===== src/rtl/pdn_power_sequencer_if.sv =====
// Control and rail bundle between the power-management controller, the rail
// switches and pdn_power_sequencer.
interface pdn_power_sequencer_if #(
  parameter int unsigned NUM_DOMAINS = 7
);
  localparam int unsigned IDX_W = (NUM_DOMAINS > 1) ? $clog2(NUM_DOMAINS) : 1;

  logic                   pwr_req;
  logic [NUM_DOMAINS-1:0] dom_mask;
  logic                   fault_clr;
  logic [NUM_DOMAINS-1:0] vdd_good;
  logic [NUM_DOMAINS-1:0] vdd_en;
  logic                   busy;
  logic                   all_on;
  logic                   fault;
  logic [IDX_W-1:0]       fault_dom;
  logic [IDX_W-1:0]       cur_dom;

  modport master (
    output pwr_req, dom_mask, fault_clr, vdd_good,
    input  vdd_en, busy, all_on, fault, fault_dom, cur_dom
  );

  modport slave (
    input  pwr_req, dom_mask, fault_clr, vdd_good,
    output vdd_en, busy, all_on, fault, fault_dom, cur_dom
  );
endinterface


===== src/rtl/pdn_power_sequencer.sv =====
// Ordered VDD rail sequencer with stagger, masking, timeout/brownout fault and abort.
// Optional macro PDN_SEQ_GOOD_FILTER_EN adds a synchroniser + 3-sample filter on vdd_good.
module pdn_power_sequencer #(
  parameter int unsigned NUM_DOMAINS = 7,
  parameter int unsigned STAGGER     = 16,
  parameter int unsigned TIMEOUT     = 255,
  parameter int unsigned IDX_W       = (NUM_DOMAINS > 1) ? $clog2(NUM_DOMAINS) : 1
) (
  input logic                  clk_i,
  input logic                  rst_i,
  pdn_power_sequencer_if.slave bus
);

  localparam int unsigned TMR_MAX = (TIMEOUT > STAGGER) ? TIMEOUT : STAGGER;
  localparam int unsigned TMR_W   = $clog2(TMR_MAX + 1);

  localparam logic [IDX_W-1:0] LAST_DOM = IDX_W'(NUM_DOMAINS - 1);
  localparam logic [TMR_W-1:0] TMO_LAST = TMR_W'(TIMEOUT - 1);
  localparam logic [TMR_W-1:0] GAP_LAST = TMR_W'((STAGGER > 0) ? STAGGER - 1 : 0);
  localparam logic [TMR_W-1:0] TMR_SAT  = TMR_W'(TMR_MAX);

  typedef enum logic [3:0] {
    S_OFF, S_UP_STEP, S_UP_WAIT, S_UP_GAP, S_ON,
    S_DN_STEP, S_DN_WAIT, S_DN_GAP, S_FAULT
  } state_e;

  state_e                 state_q, state_d;
  logic [NUM_DOMAINS-1:0] vdd_en_q, vdd_en_d;
  logic [IDX_W-1:0]       cur_dom_q, cur_dom_d;
  logic [IDX_W-1:0]       fault_dom_q, fault_dom_d;
  logic [TMR_W-1:0]       tmr_q, tmr_d, tmr_inc;
  logic                   busy_q, all_on_q, fault_q;

  logic [NUM_DOMAINS-1:0] good;
  logic                   brown;
  logic [IDX_W-1:0]       brown_idx;
  logic                   cur_last, cur_first;
  state_e                 up_nxt_state, dn_nxt_state;
  logic [IDX_W-1:0]       up_nxt_dom, dn_nxt_dom;

`ifdef PDN_SEQ_GOOD_FILTER_EN
  logic [NUM_DOMAINS-1:0] sync1_q, sync2_q, hist1_q, hist2_q, filt_q;
  logic [NUM_DOMAINS-1:0] stable;

  // A bit only moves once three consecutive synchronised samples agree.
  assign stable = ~(sync2_q ^ hist1_q) & ~(hist1_q ^ hist2_q);
  assign good   = (stable & sync2_q) | (~stable & filt_q);

  always_ff @(posedge clk_i) begin
    if (rst_i) begin
      sync1_q <= '0;
      sync2_q <= '0;
      hist1_q <= '0;
      hist2_q <= '0;
      filt_q  <= '0;
    end else begin
      sync1_q <= bus.vdd_good;
      sync2_q <= sync1_q;
      hist1_q <= sync2_q;
      hist2_q <= hist1_q;
      filt_q  <= good;
    end
  end
`else
  assign good = bus.vdd_good;
`endif

  // Lowest enabled rail that has lost power-good.
  always_comb begin
    brown     = 1'b0;
    brown_idx = '0;
    for (int i = int'(NUM_DOMAINS) - 1; i >= 0; i--) begin
      if (vdd_en_q[i] && !good[i]) begin
        brown     = 1'b1;
        brown_idx = IDX_W'(i);
      end
    end
  end

  assign cur_last     = (cur_dom_q == LAST_DOM);
  assign cur_first    = (cur_dom_q == '0);
  assign up_nxt_state = cur_last ? S_ON : S_UP_STEP;
  assign up_nxt_dom   = cur_last ? cur_dom_q : cur_dom_q + IDX_W'(1);
  assign dn_nxt_state = cur_first ? S_OFF : S_DN_STEP;
  assign dn_nxt_dom   = cur_first ? cur_dom_q : cur_dom_q - IDX_W'(1);
  assign tmr_inc      = (tmr_q == TMR_SAT) ? tmr_q : tmr_q + TMR_W'(1);

  always_comb begin
    state_d     = state_q;
    vdd_en_d    = vdd_en_q;
    cur_dom_d   = cur_dom_q;
    fault_dom_d = fault_dom_q;
    tmr_d       = tmr_q;
    unique case (state_q)
      S_OFF: begin
        if (bus.pwr_req) begin
          state_d   = S_UP_STEP;
          cur_dom_d = '0;
        end
      end
      S_UP_STEP: begin
        if (!bus.pwr_req) begin
          state_d = S_DN_STEP;
        end else if (!bus.dom_mask[cur_dom_q]) begin
          state_d   = up_nxt_state;
          cur_dom_d = up_nxt_dom;
        end else begin
          vdd_en_d[cur_dom_q] = 1'b1;
          tmr_d               = '0;
          state_d             = S_UP_WAIT;
        end
      end
      S_UP_WAIT: begin
        // Reversal wins over a timeout on the same edge.
        if (!bus.pwr_req) begin
          state_d = S_DN_STEP;
        end else if (good[cur_dom_q]) begin
          tmr_d = '0;
          if (STAGGER != 0) begin
            state_d = S_UP_GAP;
          end else begin
            state_d   = up_nxt_state;
            cur_dom_d = up_nxt_dom;
          end
        end else if (tmr_q == TMO_LAST) begin
          state_d     = S_FAULT;
          vdd_en_d    = '0;
          fault_dom_d = cur_dom_q;
        end else begin
          tmr_d = tmr_inc;
        end
      end
      S_UP_GAP: begin
        if (!bus.pwr_req) begin
          state_d = S_DN_STEP;
        end else if (tmr_q == GAP_LAST) begin
          state_d   = up_nxt_state;
          cur_dom_d = up_nxt_dom;
        end else begin
          tmr_d = tmr_inc;
        end
      end
      S_ON: begin
        if (brown) begin
          state_d     = S_FAULT;
          vdd_en_d    = '0;
          fault_dom_d = brown_idx;
        end else if (!bus.pwr_req) begin
          state_d   = S_DN_STEP;
          cur_dom_d = LAST_DOM;
        end
      end
      S_DN_STEP: begin
        if (bus.pwr_req) begin
          state_d = S_UP_STEP;
        end else if (!vdd_en_q[cur_dom_q]) begin
          state_d   = dn_nxt_state;
          cur_dom_d = dn_nxt_dom;
        end else begin
          vdd_en_d[cur_dom_q] = 1'b0;
          tmr_d               = '0;
          state_d             = S_DN_WAIT;
        end
      end
      S_DN_WAIT: begin
        if (bus.pwr_req) begin
          state_d = S_UP_STEP;
        end else if (!good[cur_dom_q]) begin
          tmr_d = '0;
          if (STAGGER != 0) begin
            state_d = S_DN_GAP;
          end else begin
            state_d   = dn_nxt_state;
            cur_dom_d = dn_nxt_dom;
          end
        end else if (tmr_q == TMO_LAST) begin
          state_d     = S_FAULT;
          vdd_en_d    = '0;
          fault_dom_d = cur_dom_q;
        end else begin
          tmr_d = tmr_inc;
        end
      end
      S_DN_GAP: begin
        if (bus.pwr_req) begin
          state_d = S_UP_STEP;
        end else if (tmr_q == GAP_LAST) begin
          state_d   = dn_nxt_state;
          cur_dom_d = dn_nxt_dom;
        end else begin
          tmr_d = tmr_inc;
        end
      end
      S_FAULT: begin
        if (bus.fault_clr) state_d = S_OFF;
      end
      default: begin
        state_d  = S_OFF;
        vdd_en_d = '0;
      end
    endcase
  end

  always_ff @(posedge clk_i) begin
    if (rst_i) begin
      state_q     <= S_OFF;
      vdd_en_q    <= '0;
      cur_dom_q   <= '0;
      fault_dom_q <= '0;
      tmr_q       <= '0;
      busy_q      <= 1'b0;
      all_on_q    <= 1'b0;
      fault_q     <= 1'b0;
    end else begin
      state_q     <= state_d;
      vdd_en_q    <= vdd_en_d;
      cur_dom_q   <= cur_dom_d;
      fault_dom_q <= fault_dom_d;
      tmr_q       <= tmr_d;
      busy_q      <= (state_d inside {S_UP_STEP, S_UP_WAIT, S_UP_GAP,
                                      S_DN_STEP, S_DN_WAIT, S_DN_GAP});
      all_on_q    <= (state_d == S_ON);
      fault_q     <= (state_d == S_FAULT);
    end
  end

  assign bus.vdd_en    = vdd_en_q;
  assign bus.busy      = busy_q;
  assign bus.all_on    = all_on_q;
  assign bus.fault     = fault_q;
  assign bus.fault_dom = fault_dom_q;
  assign bus.cur_dom   = cur_dom_q;

endmodule


===== src/flat_wrapper.sv =====
// flat-port wrapper written by rule: the top's interface ports become plain ports
module pdn_power_sequencer_flat 
#(
  parameter int unsigned NUM_DOMAINS = 7,
  parameter int unsigned STAGGER     = 16,
  parameter int unsigned TIMEOUT     = 255,
  parameter int unsigned IDX_W       = (NUM_DOMAINS > 1) ? $clog2(NUM_DOMAINS) : 1
)
  (clk_i, rst_i, bus_pwr_req, bus_dom_mask, bus_fault_clr, bus_vdd_good, bus_vdd_en, bus_busy, bus_all_on, bus_fault, bus_fault_dom, bus_cur_dom);
  pdn_power_sequencer_if #(.NUM_DOMAINS(NUM_DOMAINS)) bus_i ();
  input logic clk_i;
  input logic rst_i;
  input wire logic [$bits(bus_i.pwr_req)-1:0] bus_pwr_req;
  input wire logic [$bits(bus_i.dom_mask)-1:0] bus_dom_mask;
  input wire logic [$bits(bus_i.fault_clr)-1:0] bus_fault_clr;
  input wire logic [$bits(bus_i.vdd_good)-1:0] bus_vdd_good;
  output wire logic [$bits(bus_i.vdd_en)-1:0] bus_vdd_en;
  output wire logic [$bits(bus_i.busy)-1:0] bus_busy;
  output wire logic [$bits(bus_i.all_on)-1:0] bus_all_on;
  output wire logic [$bits(bus_i.fault)-1:0] bus_fault;
  output wire logic [$bits(bus_i.fault_dom)-1:0] bus_fault_dom;
  output wire logic [$bits(bus_i.cur_dom)-1:0] bus_cur_dom;
  assign bus_i.pwr_req = bus_pwr_req;
  assign bus_i.dom_mask = bus_dom_mask;
  assign bus_i.fault_clr = bus_fault_clr;
  assign bus_i.vdd_good = bus_vdd_good;
  assign bus_vdd_en = bus_i.vdd_en;
  assign bus_busy = bus_i.busy;
  assign bus_all_on = bus_i.all_on;
  assign bus_fault = bus_i.fault;
  assign bus_fault_dom = bus_i.fault_dom;
  assign bus_cur_dom = bus_i.cur_dom;
  pdn_power_sequencer #(.NUM_DOMAINS(NUM_DOMAINS), .STAGGER(STAGGER), .TIMEOUT(TIMEOUT), .IDX_W(IDX_W)) u_core (.clk_i(clk_i), .rst_i(rst_i), .bus(bus_i));
endmodule

===== config.mk =====
export PLATFORM = sky130hd
export DESIGN_NAME = pdn_power_sequencer_flat
export DESIGN_NICKNAME = d
export VERILOG_FILES = /design/src/rtl/pdn_power_sequencer_if.sv /design/src/rtl/pdn_power_sequencer.sv /design/src/flat_wrapper.sv
export SDC_FILE = /design/constraint.sdc
export NUM_CORES = 1
export LEC_CHECK = 0
export CORE_ASPECT_RATIO = 1.2
export CORE_UTILIZATION = 25
export CTS_BUF_LIST = sky130_fd_sc_hd__clkbuf_8
export DETAILED_ROUTE_END_ITERATION = 7
export PLACE_DENSITY = 0.39
export SLEW_MARGIN = 25
export SYNTH_ARGS = -nofsm -noshare
export SYNTH_HDL_FRONTEND = slang
export SYNTH_SLANG_ARGS = --single-unit

===== constraint.sdc =====
create_clock -name clk_i -period 7.5 [get_ports clk_i]
set_input_delay 2.25 -clock clk_i [delete_from_list [all_inputs] [get_ports clk_i]]
set_output_delay 2.25 -clock clk_i [all_outputs]
set_load 0.05 [all_outputs]

==> impl_metrics.ini <==
[routing]
drt_pass1_iterations = 4
wl_microns = 7900
ant_nets = 0
wl_per_cell_microns = 18.0
drt_iter0_markers = 195
vias = 2472
drc_errors = 0
routed_via_density = 5.62

[run_status]
status = complete, no violations

[timing]
fin_worst_skew_ps = 7.14
max_freq_mhz = 223
slew_viol_final = 0
period_share = 0.598
setup_slack_ps = 3020
rsz0062_at_grt = no
setup_viol = 0
min_period_ps = 4480
hold_viol_final = 0
tightestPinTransition_ps = 827
fin_tns_setup_ps = 0
slew-limit-headroom = 0.446

[clocking]
cts_root_buf = clkbuf_8
cts.path.max_buffers = 2
numClockSinks = 28
postCtsHoldBufs = 0
postCtsSetupBuffers = 0
cts_resized = 0
clock_latency_ps = 290
cts_made_buffers = 3
tritoncts = yes
cts_htree_levels = 1
clk_pin_slew_ps = 110

[yosys]
synth_ff_type = dfxtp_1
synth.avg_cell_area_sq_um = 7.92
yosysUniqueCellTypes = 75
ys_seq_elements = 28
synthArstFlopShare = 0
yosys_warnings = 0
syn_nets = 323
synthCells = 302
netlist_area_sq_um = 2390
synth_edf_count = 0
seq_area_frac_synth = 0.234

[run]
drv_cap = 0

[floorplan]
fp.dieW_microns = 91.3
die_area_sq_um = 9970
start_util = 0.261
rows = 38
io_pins = 34
core-area_sq_um = 9180
die_h_microns = 109

[global_routing]
grt_pass1_wl_microns = 12900
grt_use_total = 0.164
grt_max_degree = 33
first_global_vias = 2411
antenna_found_initial = 0
grt_remaining_overflow = 0

[worst_hold_path]
worstHoldEndpoint = u_core.bus.fault_dom[1]
min_delay_path_depth = 2
min_path_type = flop to flop
min_from = u_core.bus.fault_dom[1]

[finish]
layout_commonest_cell = clkdlybuf4s50_1
final_cells = 440
nets = 343
layout_common_cells = clkdlybuf4s50_1, dfxtp_1, nand2_1
layout-drive-gt1-share = 0.0719
fillers = 992
area_growth_pct = 18.5
n_antenna_cell = 0

[pwr]
p_leak_uw = 0.000862
pwr-share-clk = 0.182
switching_share = 0.436
p_int_uw = 278
power_density_nw_per_um2 = 174
p_comb_frac = 0.452
p_sw_uw = 215
vdd_ir_drop_max_mv = 0.0741
seq_power_share = 0.366

[worst_setup_path]
start_kind = primary input
r2r-end = u_core.tmr_q[2]
r2r_slack_ps = 4460
cp_data_required_time_ps = 7700
r2r_cells = 6
crit_fanout = 14
end_kind = flop
slowest_stage = clkdlybuf4s50_1
slowest_delay_ps = 660
critical_path_class = primary input to flop
path_cells = clkdlybuf4s50_1 -> nand2b_1 -> a21oi_1 -> o211ai_1 -> nor3_2 -> o21ai_0 -> a221oi_1
r2r-start = u_core.bus.cur_dom[1]
worstPathArrival_ps = 4690

[placement]
place.gp.congestion = 0.836
portBuffers = 33
dp.cells = 437
post-place-ws_ps = 2790
place_hpwl_microns = 5890
==> Yosys cell counts (7+ instances only) <==
| cell type | instances | area, sq um |
|---|---|---|
| nand2_1 | 26 | 97.6 |
| dfxtp_1 | 28 | 561 |
| o31ai_1 | 7 | 52.6 |
| clkbuf_1 | 9 | 33.8 |
| a21oi_1 | 22 | 110 |
| nor2b_1 | 9 | 56.3 |
| nor3_1 | 7 | 35.0 |
| nor2_1 | 23 | 86.3 |
| buf_2 | 8 | 40.0 |
| nand2b_1 | 16 | 100 |
| o21ai_0 | 9 | 45.0 |
| mux2i_1 | 7 | 70.1 |
| nand3_1 | 10 | 50.1 |
==> registers in the layout, indices dropped and copies added (netlist names) <==
register              flops
u_core.bus.all_on         1
u_core.bus.busy           1
u_core.bus.cur_dom        3
u_core.bus.fault          1
u_core.bus.fault_dom      3
u_core.bus.vdd_en         7
u_core.state_q            4
u_core.tmr_q              8
==> area by class of cell <==
type	count	area [sq um]	area share
inverter	6	22.5	0.00794
sequential	28	561	0.198
multi-input combinational	248	1720	0.605
tap	120	150	0.0530
timing repair buffer	35	345	0.122
clock buffer	3	41.3	0.0146
==> kinds of logic after synthesis <==
logic type      synth area share
simple gates               0.303
fa+ha+maj                 0.0188
mux                       0.0387
compound gates             0.350
xor+xnor                 0.00366
buf+inv                   0.0513
flops                      0.234
==> worst max-delay path by stage <==
stage               startpoint                    to  slack, ps
2_1_floorplan  bus_dom_mask[4]  u_core.bus.vdd_en[3]       3540
3_3_place_gp       bus_pwr_req       u_core.tmr_q[2]       2820
3_5_place_dp       bus_pwr_req       u_core.tmr_q[2]       2790
4_1_cts            bus_pwr_req       u_core.tmr_q[2]       3070
5_1_grt            bus_pwr_req       u_core.tmr_q[6]       2840
6_report           bus_pwr_req       u_core.tmr_q[2]       3020
==> metal layers <==
metal	vias to the layer above	wire length [microns]	part of all wire	track usage
met5	-	0	0	0
met4	0	247	0.031	0.0692
met3	17	245	0.031	0.0174
met2	57	3780	0.48	0.273
met1	1185	3630	0.46	0.217
li1	1213	-	-	-
==> critical path: cells and delay by family <==
family | cells | cell delay (ps)
buffers and inverters | 1 | 660
AOI/OAI and AO/OA | 4 | 810
and+or+nand+nor | 2 | 960
==> power by group through the flow <==
stage / Sequential [uW] / Clock (uW) / Combinational (uW)
2_1_floorplan: 190 / 0 / 154
3_3_place_gp: 184 / 0 / 223
3_5_place_dp: 184 / 0 / 223
4_1_cts: 181 / 91.9 / 223
5_1_grt: 184 / 96.8 / 244
6_report: 181 / 89.8 / 223
==> stage by stage <==
stage | utilization | instance area (sq um) | power, uW | hold slack (ps)
final | 0.309 | 2840 | 493 | 507
after global routing | 0.309 | 2840 | 524 | 525
after CTS | 0.309 | 2840 | 496 | 512
after detailed placement | 0.304 | 2790 | 406 | 494
after global placement | 0.304 | 2790 | 408 | 492
after floorplan | - | 2390 | 343 | 505
Note: power is estimated with default switching activity, not from simulation.
